**src/rtl/stage_memory_pkg.sv**
```systemverilog
// Shared decode constants, FSM state encoding and small helpers for the
// memory-access stage and its lane aligner.
package stage_memory_pkg;

   localparam logic [6:0] OPC_LOAD   = 7'b0000011;
   localparam logic [6:0] OPC_STORE  = 7'b0100011;
   localparam logic [6:0] OPC_BRANCH = 7'b1100011;
   localparam logic [6:0] OPC_JAL    = 7'b1101111;
   localparam logic [6:0] OPC_JALR   = 7'b1100111;

   localparam logic [2:0] F3_B  = 3'b000;
   localparam logic [2:0] F3_H  = 3'b001;
   localparam logic [2:0] F3_W  = 3'b010;
   localparam logic [2:0] F3_BU = 3'b100;
   localparam logic [2:0] F3_HU = 3'b101;

   typedef enum logic [1:0] {
      ST_IDLE   = 2'd0,
      ST_REQ    = 2'd1,
      ST_WAIT_R = 2'd2,
      ST_HOLD   = 2'd3
   } state_t;

   // Stores and branches are the only opcodes with no destination register.
   function automatic logic writes_rd(input logic [6:0] opcode);
      return (opcode != OPC_STORE) && (opcode != OPC_BRANCH);
   endfunction

   function automatic logic is_link(input logic [6:0] opcode);
      return (opcode == OPC_JAL) || (opcode == OPC_JALR);
   endfunction

endpackage

```
**src/rtl/mem_lane_align.sv**
```systemverilog
// Combinational byte-lane logic: store replication and strobes, access
// legality/alignment check, and load lane extraction with extension.
module mem_lane_align
   import stage_memory_pkg::*;
(
   input  logic        is_load,
   input  logic        is_store,
   input  logic [2:0]  funct3,
   input  logic [1:0]  addr_lo,
   input  logic [31:0] store_data,
   output logic [31:0] wdata,
   output logic [3:0]  wstrb,
   output logic        fault,
   input  logic [2:0]  ld_funct3,
   input  logic [1:0]  ld_addr_lo,
   input  logic [31:0] rdata,
   output logic [31:0] load_data
);

   logic        legal;
   logic        misaligned;
   logic [31:0] rshift;

   always_comb begin
      // NOTE: every output gets a default first so no path through the block infers a latch.
      legal      = 1'b0;
      misaligned = 1'b0;
      wdata      = '0;
      wstrb      = '0;

      if (is_load)
         legal = funct3 inside {F3_B, F3_H, F3_W, F3_BU, F3_HU};
      else if (is_store)
         legal = funct3 inside {F3_B, F3_H, F3_W};

      case (funct3[1:0])
         2'b01:   misaligned = addr_lo[0];
         2'b10:   misaligned = (addr_lo != 2'b00);
         default: misaligned = 1'b0;
      endcase

      fault = (is_load || is_store) && (!legal || misaligned);

      if (is_store) begin
         case (funct3[1:0])
            2'b00: begin
               wdata = {4{store_data[7:0]}};
               wstrb = 4'b0001 << addr_lo;
            end
            2'b01: begin
               wdata = {2{store_data[15:0]}};
               wstrb = 4'b0011 << addr_lo;
            end
            2'b10: begin
               wdata = store_data;
               wstrb = 4'b1111;
            end
            default: begin
               wdata = '0;
               wstrb = '0;
            end
         endcase
      end
   end

   // Load side works from the registered access descriptor, not live ex_* inputs.
   always_comb begin
      rshift = rdata >> {ld_addr_lo, 3'b000};
      case (ld_funct3)
         F3_B:    load_data = {{24{rshift[7]}}, rshift[7:0]};
         F3_BU:   load_data = {24'h0, rshift[7:0]};
         F3_H:    load_data = {{16{rshift[15]}}, rshift[15:0]};
         F3_HU:   load_data = {16'h0, rshift[15:0]};
         default: load_data = rdata;
      endcase
   end

endmodule

```
**src/rtl/stage_memory.sv**
```systemverilog
// Memory-access stage: accepts execute results, runs a single-outstanding
// req/gnt/rvalid bus transaction for loads/stores, and registers one result per instruction.
module stage_memory
   import stage_memory_pkg::*;
#(
   parameter int          ADDR_W     = 32,
   parameter logic [31:0] RST_PC_SEQ = 32'h0
) (
   input  logic              clk,
   input  logic              rst_n,
   input  logic              ex_valid,
   output logic              ex_ready,
   input  logic [6:0]        ex_opcode,
   input  logic [2:0]        ex_funct3,
   input  logic [31:0]       ex_alu_data,
   input  logic [31:0]       ex_rs2_data,
   input  logic [31:0]       ex_pc_seq,
   input  logic [4:0]        ex_rd,
   output logic              mem_req,
   output logic              mem_we,
   output logic [ADDR_W-1:0] mem_addr,
   output logic [31:0]       mem_wdata,
   output logic [3:0]        mem_wstrb,
   input  logic              mem_gnt,
   input  logic              mem_rvalid,
   input  logic [31:0]       mem_rdata,
   output logic              wb_valid,
   input  logic              wb_ready,
   output logic              wb_we,
   output logic [4:0]        wb_rd,
   output logic [31:0]       wb_data,
   output logic [31:0]       wb_pc_seq,
   output logic              wb_fault
);

   state_t      state;
   logic [2:0]  ld_funct3;
   logic [1:0]  ld_addr_lo;
   logic        pend_we;

   logic        is_load;
   logic        is_store;
   logic        rd_write;
   logic        fault;
   logic        accept;
   logic [31:0] al_wdata;
   logic [3:0]  al_wstrb;
   logic [31:0] al_load_data;

   assign is_load  = (ex_opcode == OPC_LOAD);
   assign is_store = (ex_opcode == OPC_STORE);
   assign rd_write = writes_rd(ex_opcode) && (ex_rd != 5'd0);
   assign ex_ready = (state == ST_IDLE) && (!wb_valid || wb_ready);
   assign accept   = ex_valid && ex_ready;

   mem_lane_align u_align (
      .is_load    (is_load),
      .is_store   (is_store),
      .funct3     (ex_funct3),
      .addr_lo    (ex_alu_data[1:0]),
      .store_data (ex_rs2_data),
      .wdata      (al_wdata),
      .wstrb      (al_wstrb),
      .fault      (fault),
      .ld_funct3  (ld_funct3),
      .ld_addr_lo (ld_addr_lo),
      .rdata      (mem_rdata),
      .load_data  (al_load_data)
   );

   // NOTE: all state here is sequential, so every assignment uses <= to avoid ordering races.
   always_ff @(posedge clk or negedge rst_n) begin
      if (!rst_n) begin
         state      <= ST_IDLE;
         mem_req    <= 1'b0;
         mem_we     <= 1'b0;
         mem_addr   <= '0;
         mem_wdata  <= '0;
         mem_wstrb  <= '0;
         ld_funct3  <= '0;
         ld_addr_lo <= '0;
         pend_we    <= 1'b0;
         wb_valid   <= 1'b0;
         wb_we      <= 1'b0;
         wb_rd      <= '0;
         wb_data    <= '0;
         wb_pc_seq  <= RST_PC_SEQ;
         wb_fault   <= 1'b0;
      end else begin
         case (state)
            ST_IDLE: begin
               if (wb_valid && wb_ready)
                  wb_valid <= 1'b0;
               if (accept) begin
                  wb_rd     <= ex_rd;
                  wb_pc_seq <= ex_pc_seq;
                  if ((is_load || is_store) && !fault) begin
                     state      <= ST_REQ;
                     mem_req    <= 1'b1;
                     mem_we     <= is_store;
                     mem_addr   <= {ex_alu_data[ADDR_W-1:2], 2'b00};
                     mem_wdata  <= al_wdata;
                     mem_wstrb  <= al_wstrb;
                     ld_funct3  <= ex_funct3;
                     ld_addr_lo <= ex_alu_data[1:0];
                     pend_we    <= rd_write;
                     wb_data    <= ex_alu_data;
                  end else begin
                     // Non-memory ops and faulting accesses complete without touching the bus.
                     wb_valid <= 1'b1;
                     wb_fault <= fault;
                     wb_we    <= rd_write && !fault;
                     wb_data  <= (is_link(ex_opcode) && !fault) ? ex_pc_seq : ex_alu_data;
                  end
               end
            end

            ST_REQ: begin
               if (mem_gnt) begin
                  mem_req <= 1'b0;
                  if (mem_we) begin
                     wb_valid <= 1'b1;
                     wb_we    <= 1'b0;
                     wb_fault <= 1'b0;
                     state    <= ST_HOLD;
                  end else begin
                     state <= ST_WAIT_R;
                  end
               end
            end

            ST_WAIT_R: begin
               if (mem_rvalid) begin
                  wb_valid <= 1'b1;
                  wb_we    <= pend_we;
                  wb_fault <= 1'b0;
                  wb_data  <= al_load_data;
                  state    <= ST_HOLD;
               end
            end

            ST_HOLD: begin
               if (wb_ready) begin
                  wb_valid <= 1'b0;
                  state    <= ST_IDLE;
               end
            end

            default: state <= ST_IDLE;
         endcase
      end
   end

endmodule

```
**config.mk**
```make
export PLATFORM = sky130hd
export DESIGN_NAME = stage_memory
export DESIGN_NICKNAME = d
export VERILOG_FILES = /design/src/rtl/stage_memory_pkg.sv /design/src/rtl/mem_lane_align.sv /design/src/rtl/stage_memory.sv
export SDC_FILE = /design/constraint.sdc
export NUM_CORES = 1
export LEC_CHECK = 0
export ABC_CLOCK_PERIOD_IN_PS = 4900
export CAP_MARGIN = 40
export CORE_MARGIN = 2
export CORE_UTILIZATION = 49
export CTS_CLUSTER_SIZE = 8
export DETAILED_ROUTE_END_ITERATION = 12
export HOLD_SLACK_MARGIN = 0.03
export PLACE_DENSITY = 0.9
export SETUP_SLACK_MARGIN = 0.3
export SLEW_MARGIN = 20
export SYNTH_ARGS = -nofsm -noshare
export SYNTH_HDL_FRONTEND = slang
export SYNTH_HIERARCHICAL = 1
export SYNTH_SLANG_ARGS = --single-unit
```
**constraint.sdc**
```tcl
create_clock -name clk -period 4.9 [get_ports clk]
set_clock_uncertainty 0.1 [all_clocks]
set_input_delay 0.49 -clock clk [delete_from_list [all_inputs] [get_ports clk]]
set_output_delay 0.49 -clock clk [all_outputs]
set_load 0.005 [all_outputs]
```
==> metrics <==
status finished clean; WL/cell ~20 um; design area 11600 um2; Leak between 5 and 6 nW; R2R Setup Slk roughly 2.3 ns; drt drc 0; CTS Root Cell clkbuf_16; Post-CTS Setup Repair Bufs 0; Peak VDD IR between 0.3 and 0.4 mV; R2R Path End wb_data[10]$_DFFE_PN0P_; synthesized flop and latch total approximately 150; biggest area consumer among synthesized cells dfrtp_1; TritonCTS Sinks around 150; min-delay worst type flop to flop; Vias between 7000 and 8000; setup violators final 0; synth-to-layout area growth 45.7%; YS warnings 6; core area 15900 um2; router iterations before antenna repair 5; slowest cell delay on critical path approximately 0.66 ns; placed insts about 1300; CTS tree done; vias in the first global route between 7000 and 8000; most frequent cells in the layout 320 x nand2_1, 288 x clkdlybuf4s50_1, 148 x dfrtp_1; Die Y approximately 130 um; Hold Startpoint mem_wdata[6]$_DFFE_PN0P_; num rows between 40 and 50; WHS Endpoint mem_wdata[6]$_DFFE_PN0P_; clk buf depth 2; chip width between 100 and 150 um; Worst Tran Pin Value between 0.8 and 0.9 ns; RSZ-0062 raised after global routing false; most common cell after layout, fill and taps aside nand2_1; number of flops mapped to enable cells by yosys 0; initial drt markers 507; dpl hpwl 18800 um; critical path launch point type primary input; crit path kind primary input to flop; post-synthesis cell type count around 60; post-route minimum period ~3.8 ns; placed cell areas around 11000 um2; IO Count between 200 and 300; R2R depth 5; power per cell area about 480 nW/um2; share of post-route cells with drive strength above 1 about 14%; maximum clock frequency 266 MHz; Post-CTS Resized 0; Req. time, crit path 5.10 ns; critical path capture point type flop; Data arrival, critical path around 4 ns; routability congestion estimate from global placement between 0.8 and 0.9; top post-synthesis cells by area dfrtp_1 46%, nand2_1 15%, mux2_2 6.9%, o221ai_2 5.7%, mux2i_1 4.1%; Post-Layout Cell Count 1324; Reg clk slew, reported paths approximately 0.060 ns; register area share after synthesis approximately 46%; largest net degree at the start of global routing 65; worst setup path start ex_funct3[1]; vias per std cell about 5.5; Max Cap Viol 0; Remaining Overflow, GRT 0; syn avg cell area around 9.6 um2; RR Startpoint ld_addr_lo[1]$_DFFE_PN0P_; Worst-Skew Late Latency about 0.42 ns; CP max stage cell clkdlybuf4s50_1; post-route ant nets 0; period utilization between 70% and 80%; Fillers approximately 1100; delay-heaviest family, CP simple AND/OR/NAND/NOR gates; CP Max Fanout 54; top cell type's share of synthesized area between 40% and 50%; final hold vios 0; hold path cells 2; I/O Buffers 289; first-pass GRT wire length 42100 um; Initial Utilization approximately half; total routed wirelength ~27000 um; Total GRT Usage 30.8%; worst rel slew slack a little under half; Die ar. between 15000 and 20000 um2; Max Slew Vio Count 0; final net count 1254; Synth Instances between 800 and 900; Netlist Area Pre-Place ~8000 um2; TNS Setup 0 ns; ys async rst share 100%; number of antenna violations at the first check in global routing 1; Worst Path Buf+Inv 3; CP most frequent cell o21ai_0; crit path cell chain clkdlybuf4s50_1, inv_1, ha_1, or2_2, a211oi_1, o21ai_0, a21oi_1, nor4_1, and2_2, nand2_2, buf_12, o21ai_0; H-tree Lvls 4; Synth Flop Type dfrtp_1; Num CTS Buffers 17
synth_stat cells, drive strengths merged, types with 7 or more instances:
library cell and number:
nor2 18, clkbuf 25, and2 12, a21o 16, a22oi 22, mux2 51
mux2i 33, buf 26, o221ai 32, inv 10, o31ai 7, ha 11
o21ai 17, nand2 322, dfrtp 148, a21oi 19
flip-flops by register name, summed over array words and instances (netlist names), 2 cells and up:
register,count
mem_wdata,32
wb_data,32
wb_pc_seq,32
mem_addr,30
wb_rd,5
mem_wstrb,4
ld_funct3,3
ld_addr_lo,2
state,2
final cells by class:
cell class              count  area [um2]  area share (%)
multi-input cells         613        3870            33.3
flip-flops and latches    148        3700            31.9
repair buffers            304        3070            26.4
clock buffers              18         439            3.78
well taps                 216         270            2.33
clock inverters            14         223            1.92
inverters                  10        37.5           0.323
diodes                      1        2.50          0.0216
worst min-delay path: cells and delay by family, from the launching register on:
kind	cells	cell delay (ns)
simple gates	2	0.10
flops	1	0.34
power breakdown:
part / switching, mW / leakage, nW / internal, mW
sequential: 0.219 / 1.92 / 1.58
combinational: 1.05 / 2.82 / 1.26
clock: 0.546 / 0.318 / 0.924
total: 1.82 / 5.06 / 3.76
worst max-delay path by stage:
stage / cells past startpoint / to / slack [ns]
2_1_floorplan: 13 / wb_we$_DFFE_PN0P_ / 1.80
3_3_place_gp: 12 / pend_we$_DFFE_PN0P_ / 0.87
3_5_place_dp: 12 / pend_we$_DFFE_PN0P_ / 0.75
4_1_cts: 12 / pend_we$_DFFE_PN0P_ / 1.17
5_1_grt: 12 / pend_we$_DFFE_PN0P_ / 0.89
6_report: 12 / pend_we$_DFFE_PN0P_ / 1.15
cell families (layout without fill, tap and decap cells):
kind of cell             Yosys count  after routing  share of synthesized area, %
multiplexers                      85             85                          11.7
AND/OR/NAND/NOR                  380            380                          19.4
buffers and inverters             66            346                          5.35
AO/OA/AOI/OAI                    135            135                          15.3
flip-flops                       148            148                          46.5
other                              1              3                        0.0471
adder cells (fa/ha/maj)           11             11                          1.73
per-layer routing:
metal  vias up  share of wire [%]  GRT usage, %
li1       3356                  -             -
met3        59                7.8          8.14
met1      3573                 38          35.6
met2       360                 51          54.8
met4         0                2.9          11.4
met5         -                  0             0
what timing repair did:
item,CTS,global route
hold buffers,1,0
hold endpoints to repair,55,0
setup endpoints to repair,0,0
stage by stage:
| step | worst slack (ns) | hold slack [ns] | utilization, % | power, mW |
|---|---|---|---|---|
| after detailed placement | 0.745 | 0.355 | 68.8 | 4.09 |
| final | 1.15 | 0.363 | 73.1 | 5.58 |
| after CTS | 1.17 | 0.370 | 73.1 | 5.59 |
| after floorplan | 1.80 | 0.0944 | - | 3.04 |
| after global routing | 0.886 | 0.391 | 73.1 | 5.84 |
| after global placement | 0.869 | 0.348 | 68.5 | 3.95 |
No activity file was read; power rests on OpenSTA's default activity.
